<file path="config.mk">
export PLATFORM = sky130hd
export DESIGN_NAME = prng_capture_display
export DESIGN_NICKNAME = d
export VERILOG_FILES = /design/src/rtl/prng_capture_display.sv
export SDC_FILE = /design/constraint.sdc
export NUM_CORES = 1
export LEC_CHECK = 0
export BUFFER_PORTS_ARGS = -buffer_cell sky130_fd_sc_hd__buf_2
export CAP_MARGIN = 20
export CORE_ASPECT_RATIO = 0.7
export CORE_UTILIZATION = 29
export CTS_CLUSTER_SIZE = 12
export DETAILED_ROUTE_END_ITERATION = 10
export GPL_TIMING_DRIVEN = 0
export PLACE_DENSITY_LB_ADDON = 0.12
export SETUP_SLACK_MARGIN = 0.3
export SYNTH_ARGS = -nofsm -noshare
export SYNTH_HDL_FRONTEND = slang
export SYNTH_SLANG_ARGS = --single-unit
</file>
<file path="constraint.sdc">
create_clock -name CLK -period 2.4 [get_ports CLK]
set_clock_uncertainty 0.15 [all_clocks]
set_input_delay 0.24 -clock CLK [delete_from_list [all_inputs] [get_ports CLK]]
set_output_delay 0.24 -clock CLK [all_outputs]
set_load 0.01 [all_outputs]
</file>
<file path="src/rtl/prng_capture_display.sv">
// prng_capture_display: debounced capture of the PRNG byte onto two seven-segment digits.
// LIVE follows rnd_in, a press arms capture on the next rnd_valid, HOLD freezes until the next press.
module prng_capture_display #(
   parameter logic [15:0] DEBOUNCE_CYCLES = 16'd50_000
) (
   input  logic       CLK,
   input  logic       reset,
   input  logic       EN,
   input  logic [7:0] rnd_in,
   input  logic       rnd_valid,
   input  logic       btn_capture,
   output logic [6:0] hex0,
   output logic [6:0] hex1,
   output logic       holding,
   output logic [7:0] captured,
   output logic [7:0] cap_count
);
   typedef enum logic [1:0] {LIVE = 2'd0, ARMED = 2'd1, HOLD = 2'd2} state_t;
   state_t      state_q, state_d;
   logic [1:0]  sync_q, sync_d;
   logic        deb_q, deb_d, holding_q, holding_d, press;
   logic [15:0] cnt_q, cnt_d;
   logic [7:0]  disp_q, disp_d, cap_q, cap_d, num_q, num_d;

   function automatic logic [6:0] seg(input logic [3:0] n);
      case (n)
         4'h0: seg = 7'h3F;
         4'h1: seg = 7'h06;
         4'h2: seg = 7'h5B;
         4'h3: seg = 7'h4F;
         4'h4: seg = 7'h66;
         4'h5: seg = 7'h6D;
         4'h6: seg = 7'h7D;
         4'h7: seg = 7'h07;
         4'h8: seg = 7'h7F;
         4'h9: seg = 7'h6F;
         4'hA: seg = 7'h77;
         4'hB: seg = 7'h7C;
         4'hC: seg = 7'h39;
         4'hD: seg = 7'h5E;
         4'hE: seg = 7'h79;
         default: seg = 7'h71;
      endcase
   endfunction

   always_comb begin
      sync_d = {sync_q[0], btn_capture};
      deb_d = deb_q;
      cnt_d = 16'd0;
      if (sync_q[1] != deb_q) begin
         if (cnt_q == 16'(DEBOUNCE_CYCLES - 16'd1)) deb_d = ~deb_q;
         else cnt_d = cnt_q + 16'd1;
      end
      // press acts on the same edge that flips the debounced level
      press = deb_d & ~deb_q;
      state_d = state_q;
      disp_d = disp_q;
      cap_d = cap_q;
      num_d = num_q;
      case (state_q)
         LIVE: begin
            disp_d = rnd_valid ? rnd_in : disp_q;
            state_d = press ? ARMED : LIVE;
         end
         ARMED: begin
            if (rnd_valid) begin
               disp_d = rnd_in;
               cap_d = rnd_in;
               num_d = (num_q == 8'hFF) ? num_q : num_q + 8'd1;
               state_d = HOLD;
            end else if (press) state_d = LIVE;
         end
         HOLD: state_d = press ? LIVE : HOLD;
         default: state_d = LIVE;
      endcase
      holding_d = (state_d == HOLD);
   end

   always_ff @(posedge CLK or posedge reset) begin
      if (reset) begin
         state_q <= LIVE;
         sync_q <= 2'b00;
         deb_q <= 1'b0;
         cnt_q <= 16'd0;
         disp_q <= 8'd0;
         cap_q <= 8'd0;
         num_q <= 8'd0;
         holding_q <= 1'b0;
      end else if (EN) begin
         state_q <= state_d;
         sync_q <= sync_d;
         deb_q <= deb_d;
         cnt_q <= cnt_d;
         disp_q <= disp_d;
         cap_q <= cap_d;
         num_q <= num_d;
         holding_q <= holding_d;
      end
   end

   assign hex0 = seg(disp_q[3:0]);
   assign hex1 = seg(disp_q[7:4]);
   assign holding = holding_q;
   assign captured = cap_q;
   assign cap_count = num_q;
endmodule

</file>
==> metrics, run 1 <==
Mapped Nets=284; critical path required time=2.42 ns; via/cell ratio=4.80; Initial Utilization=0.307; WL per Instance=13.8 µm; RSZ-0062 raised after global routing=yes; Root Driver=clkbuf_16; register area=0.00115 mm²; drt drc=0; most frequent cells in the layout=43 x dfrtp_1, 41 x buf_2, 20 x mux2_2; Final Hold Viols=0; Primary FF master, synth=dfrtp_1; Via Count=2114; gp weighted congestion=0.792; hold path cells=2; Crit Path Category=flip-flop to flip-flop; Yosys top cell area share=0.431; Worst path depth=5; Crit. End Element=flip-flop; R2R depth=5; largest net degree at the start of global routing=28; Syn-to-layout area delta=25.6%; TritonCTS clock tree=done; TritonCTS Buffers=5; cells after synthesis=255; Initial DRT Pass Iterations=4; Fmax=480 MHz; I/O pin total=44; VDD IR max=0.280 mV; Power Density=698 mW/mm²; Final TNS setup=0 ns; slew of the pin with the lowest slew margin=0.652 ns; clock slew at reported path FFs=0.06 ns; Final Max Slew Viols=0; Min-Delay Path Class=primary input to flip-flop; overall global routing resource usage=0.137; Synth cell types=51; crit-path max cell delay=0.60 ns; fill cell count=924; H-tree depth=2; HPWL after detailed placement=4420 µm; CP bufs+invs=1; Buffers on Ports=42; number of diodes=0; layout cells sized above 1=0.328; die footprint=0.00960 mm²; delay-heaviest family, CP=simple AND/OR/NAND/NOR gates; chip height=82.3 µm; die width=117 µm; Worst slew margin=0.560; CP Launch Type=flip-flop; Max-Cap Viols=0; commonest non-fill, non-tap cell in the layout=dfrtp_1; Placed Cells incl. Taps=418; global-route wire length before repair=9920 µm; sequential fraction of the synthesis area=0.431; nets@finish=348; Mapped Area=0.00267 mm²; Yosys reg bits=46; Clk Latency, worst-skew pair=0.29 ns; leak pwr=0.00153 µW; final WL=6090 µm; Non-Filler Instances=440; status=completed; crit-path max FO=4; final setup vio count=0; area leader, netlist=dfrtp_1; fraction of registers with async set/reset=1.00; Final Cycle Share=0.868; Antenna Violating Nets Remaining=0; initial drt markers=78; top post-synthesis cells by area=dfrtp_1 43%, mux2_2 8.4%, ha_1 7.5%; Crit path arrival time=2.11 ns; Multi-input gate area=0.00146 mm²; vias in the first global route=1929; initial antenna violation count=0; clock sink count=46; syn_area_per_cell=10.5 µm²; Tmin final=2.08 ns; Max clock buf depth=2; # rows=28; Post-synth EDFFs=0; slowest CP cell=or4_4; GRT overflow=0; worst path cell trace=or4_4, o41ai_4, buf_4, nor2_2, mux2_4; Core Box Area=0.00869 mm²; fin util=0.386; hold slack=0.0319 ns; yosys warns=0
power breakdown:
group,total (µW),switching [µW],leakage (µW),internal (µW)
registers,894,60.6,0.000613,834
clock network,780,287,0.0000781,493
logic,668,351,0.000843,317
total,2340,699,0.00153,1640
synthesized netlist by cell type (all sizes together), types with 4 or more instances:
library cell / instances
xor2: 7
xnor2: 8
dfrtp: 46
clkbuf: 6
o21ai: 10
nand2: 18
ha: 16
mux2: 21
nor2: 18
nand4: 9
nand3: 6
a21oi: 13
inv: 16
nor3: 7
nand2b: 6
nor2b: 5
nand4b: 4
layer usage:
layer / wire length, µm / vias up / global-route usage
met1: 3390 / 1035 / 0.202
met3: 251 / 4 / 0.0387
met2: 2420 / 31 / 0.197
met4: 29 / 0 / 0.0304
li1: - / 1044 / -
met5: 0 / - / 0
flip-flops by register name, summed over array words and instances (netlist names):
| name | cells |
|---|---|
| cnt_q | 16 |
| sync_q | 2 |
| cap_count | 8 |
| holding | 1 |
| disp_q | 8 |
| captured | 8 |
| deb_q | 1 |
| state_q | 2 |
metrics by stage:
step	area (µm²)	power [µW]	worst slack, ns
after floorplan	2670	1300	0.464
after detailed placement	3050	1500	0.240
after CTS	3270	2310	0.278
final	3350	2340	0.317
after global routing	3350	2490	0.248
after global placement	3030	1490	0.0990
area by class of cell:
cell class	instances	share of cell area
inverters	16	0.0179
well taps	120	0.0448
repair buffers	56	0.100
plain buffers	7	0.00784
flip-flops and latches	46	0.344
clock inverters	1	0.00896
clock buffers	7	0.0396
multi-input cells	187	0.436
path summary, 6_finish.rpt:
kind / slack, ns / startpoint / endpoint
max: 0.32 / cnt_q[12] / cnt_q[0]
min: 0.03 / btn_capture / sync_q[0]
max reg2reg: 0.32 / cnt_q[12] / cnt_q[0]
min reg2reg: 0.35 / captured[2] / captured[2]
max in group asynchronous: 1.21 / reset / cnt_q[7]
min in group asynchronous: 0.37 / reset / captured[7]
cell families (layout without fill, tap and decap cells):
group                      after synthesis  after routing  synth area share
and+or+nand+nor                         89             90             0.195
muxes                                   23             23             0.102
AOI/OAI and AO/OA                       43             43             0.115
adders and majority gates               16             16            0.0750
xor gates and xnor gates                15             15            0.0492
buffers and inverters                   23             87            0.0323
DFF                                     46             46             0.431
worst reg2reg max path: stages (launching register included):
cell	delay, ns
dfrtp_2	0.42
or4_4	0.60
o41ai_4	0.34
buf_4	0.19
nor2_2	0.03
mux2_4	0.25
repair_timing:
action,in CTS,in global routing
hold buffers,1,0
setup buffers,6,6
gates resized for setup,1,11
pin swaps,2,7
endpoints found under the setup margin,16,19
endpoints found under the hold margin,19,0
gates cloned,0,1
(Power assumes the default switching activity.)
==> run 2: changes to the inputs <==
--- a/config.mk
+++ b/config.mk
@@ -6,8 +6,6 @@
 export NUM_CORES = 1
 export LEC_CHECK = 0
 export BUFFER_PORTS_ARGS = -buffer_cell sky130_fd_sc_hd__buf_2
-export CAP_MARGIN = 20
-export CORE_ASPECT_RATIO = 0.7
 export CORE_UTILIZATION = 29
 export CTS_CLUSTER_SIZE = 12
 export DETAILED_ROUTE_END_ITERATION = 10
==> metrics, run 2 (same netlist as run 1, synthesis figures left out) <==
I/O pin total=44 (unchanged); status=complete, but fails checks; die footprint=0.00959 mm² (about the same); RSZ-0062 raised after global routing=yes; Syn-to-layout area delta=21.0%; Final TNS setup=0 ns (unchanged); overall global routing resource usage=0.123 (-0.0137); drt drc=6 (+6); commonest non-fill, non-tap cell in the layout=dfrtp_1; Core Box Area=0.00881 mm² (+1.4%); final setup vio count=0 (unchanged); nets@finish=341 (-2.0%); TritonCTS Buffers=5 (unchanged); Initial Utilization=0.303 (-0.00410); Final Hold Viols=0 (unchanged); initial drt markers=71 (-9.0%); hold path cells=2 (unchanged); Max clock buf depth=2 (unchanged); VDD IR max=0.270 mV (-3.5%); Non-Filler Instances=421 (-4.3%); R2R setup slack=0.31 ns (about the same); slew of the pin with the lowest slew margin=0.639 ns (-0.0130 ns); gp weighted congestion=0.754 (-4.7%); Tmin final=2.09 ns (+0.0103 ns); fill cell count=911 (-1.4%); TritonCTS clock tree=done; hold_sp=btn_capture; Final Max Slew Viols=0 (unchanged); crit-path max FO=4 (unchanged); via/cell ratio=4.87 (+1.4%); Final Cycle Share=0.872 (+0.00431); Reg-to-Reg End=cnt_q[0]; Fmax=478 MHz (-0.49%); Clk Latency, worst-skew pair=0.30 ns (about the same); Crit Path Category=flip-flop to primary output; clock slew at reported path FFs=0.09 ns (+0.03 ns); number of diodes=0 (unchanged); Post-Place Worst Slack=0.254 ns (+0.0135 ns); Antenna Violating Nets Remaining=0 (unchanged); HPWL after detailed placement=4080 µm (-7.7%); layout cells sized above 1=0.316 (-0.0118); reg2reg start=cnt_q[12]; global-route wire length before repair=9640 µm (-2.9%); final WL=5640 µm (-7.4%); initial antenna violation count=0 (unchanged); die width=97.9 µm (-16%); H-tree depth=2 (unchanged); # rows=34 (+21%); Worst slew margin=0.568 (+0.00877); Buffers on Ports=42 (unchanged); Initial DRT Pass Iterations=10 (+6); CP Launch Type=flip-flop; Min-Delay Path Class=primary input to flip-flop; Power Density=653 mW/mm² (-6.5%); most flop-heavy register=cnt_q; critical path required time=2.01 ns (-0.41 ns); Max-Cap Viols=0 (unchanged); Final WS setup=0.307 ns (-0.0103 ns); Crit. End Element=primary output; R2R depth=5 (unchanged); chip height=97.9 µm (+19%); Crit path arrival time=1.70 ns (-0.41 ns); largest net degree at the start of global routing=41 (+46%); Worst Hold Path EP=sync_q[0]; Via Count=2051 (-3.0%); most frequent cells in the layout=43 x dfrtp_1, 41 x buf_2, 20 x mux2_2; GRT overflow=0 (unchanged); WL per Instance=13.4 µm (-3.2%); failing checks=DRC; leak pwr=0.00146 µW (-4.5%); Root Driver=clkbuf_8; Placed Cells incl. Taps=406 (-2.9%); clock sink count=46 (unchanged); flip-flop count of the largest register after layout=16 (unchanged); vias in the first global route=1969 (+2.1%)
-- run 2: cell count changes in the layout (fill, tap and decap cells not counted) --
cell / previous run / this run
buf_4: 12 / 6
clkbuf_16: 5 / 0
clkbuf_1: 8 / 7
nor2_4: 1 / 0
clkbuf_8: 0 / 5
clkinvlp_4: 0 / 1
-- run 2: per-stage QoR --
stage / total power, µW / util / hold WS, ns / instance area, µm²
after floorplan: 1300 / - / 0.241 / 2670
after global placement: 1490 / 0.342 / 0.329 / 3010
after detailed placement: 1490 / 0.345 / 0.00787 / 3030
after CTS: 2110 / 0.361 / 0.00811 / 3180
after global routing: 2270 / 0.367 / 0.000710 / 3230
final: 2110 / 0.367 / 0.0201 / 3230
-- run 2: layout make-up --
cell class	count	area [µm²]	share of cell area
timing repair buffer	50	292	0.0903
multi-input combinational	186	1450	0.449
sequential	46	1150	0.358
buffer	7	26.3	0.00814
clock buffer	6	72.6	0.0225
tap	108	135	0.0418
clock inverter	2	37.5	0.0116
inverter	16	60.1	0.0186
-- run 2: worst max path at each step --
stage	start	end	cells after the start
2_1_floorplan	cnt_q[7]	cnt_q[15]	4
3_3_place_gp	reset	disp_q[2]	2
3_5_place_dp	cnt_q[0]	cnt_q[3]	5
4_1_cts	disp_q[4]	hex1[3]	5
5_1_grt	disp_q[4]	hex1[3]	6
6_report	disp_q[4]	hex1[3]	5
-- run 2: where the power goes --
part | switching, µW | internal [µW] | leakage (µW)
Clock | 276 | 311 | 0.0000514
Sequential | 62.7 | 833 | 0.000613
Combinational | 334 | 293 | 0.000800
Total | 673 | 1440 | 0.00146
-- run 2: routing by layer --
metal  up-vias  GRT usage  part of all wire  wire length [µm]
met5         -          0                 0                 0
met4         0     0.0210            0.0037                21
met3         3     0.0344             0.042               235
met2        36      0.190              0.45              2530
met1       991      0.175              0.51              2850
li1       1021          -                 -                 -
-- run 2: repair_timing --
item,CTS,global route
endpoints found under the hold margin,46,0
hold buffers,1,0
pin swaps,1,3
gates resized for setup,0,12
buffers inserted,3,3
setup endpoints to repair,18,22
-- run 2: worst max-delay path: stages (launching register included) --
cell and delay [ns]:
dfrtp_1 0.41, buf_4 0.16, ha_2 0.19, mux4_2 0.48, inv_2 0.07, buf_6 0.09
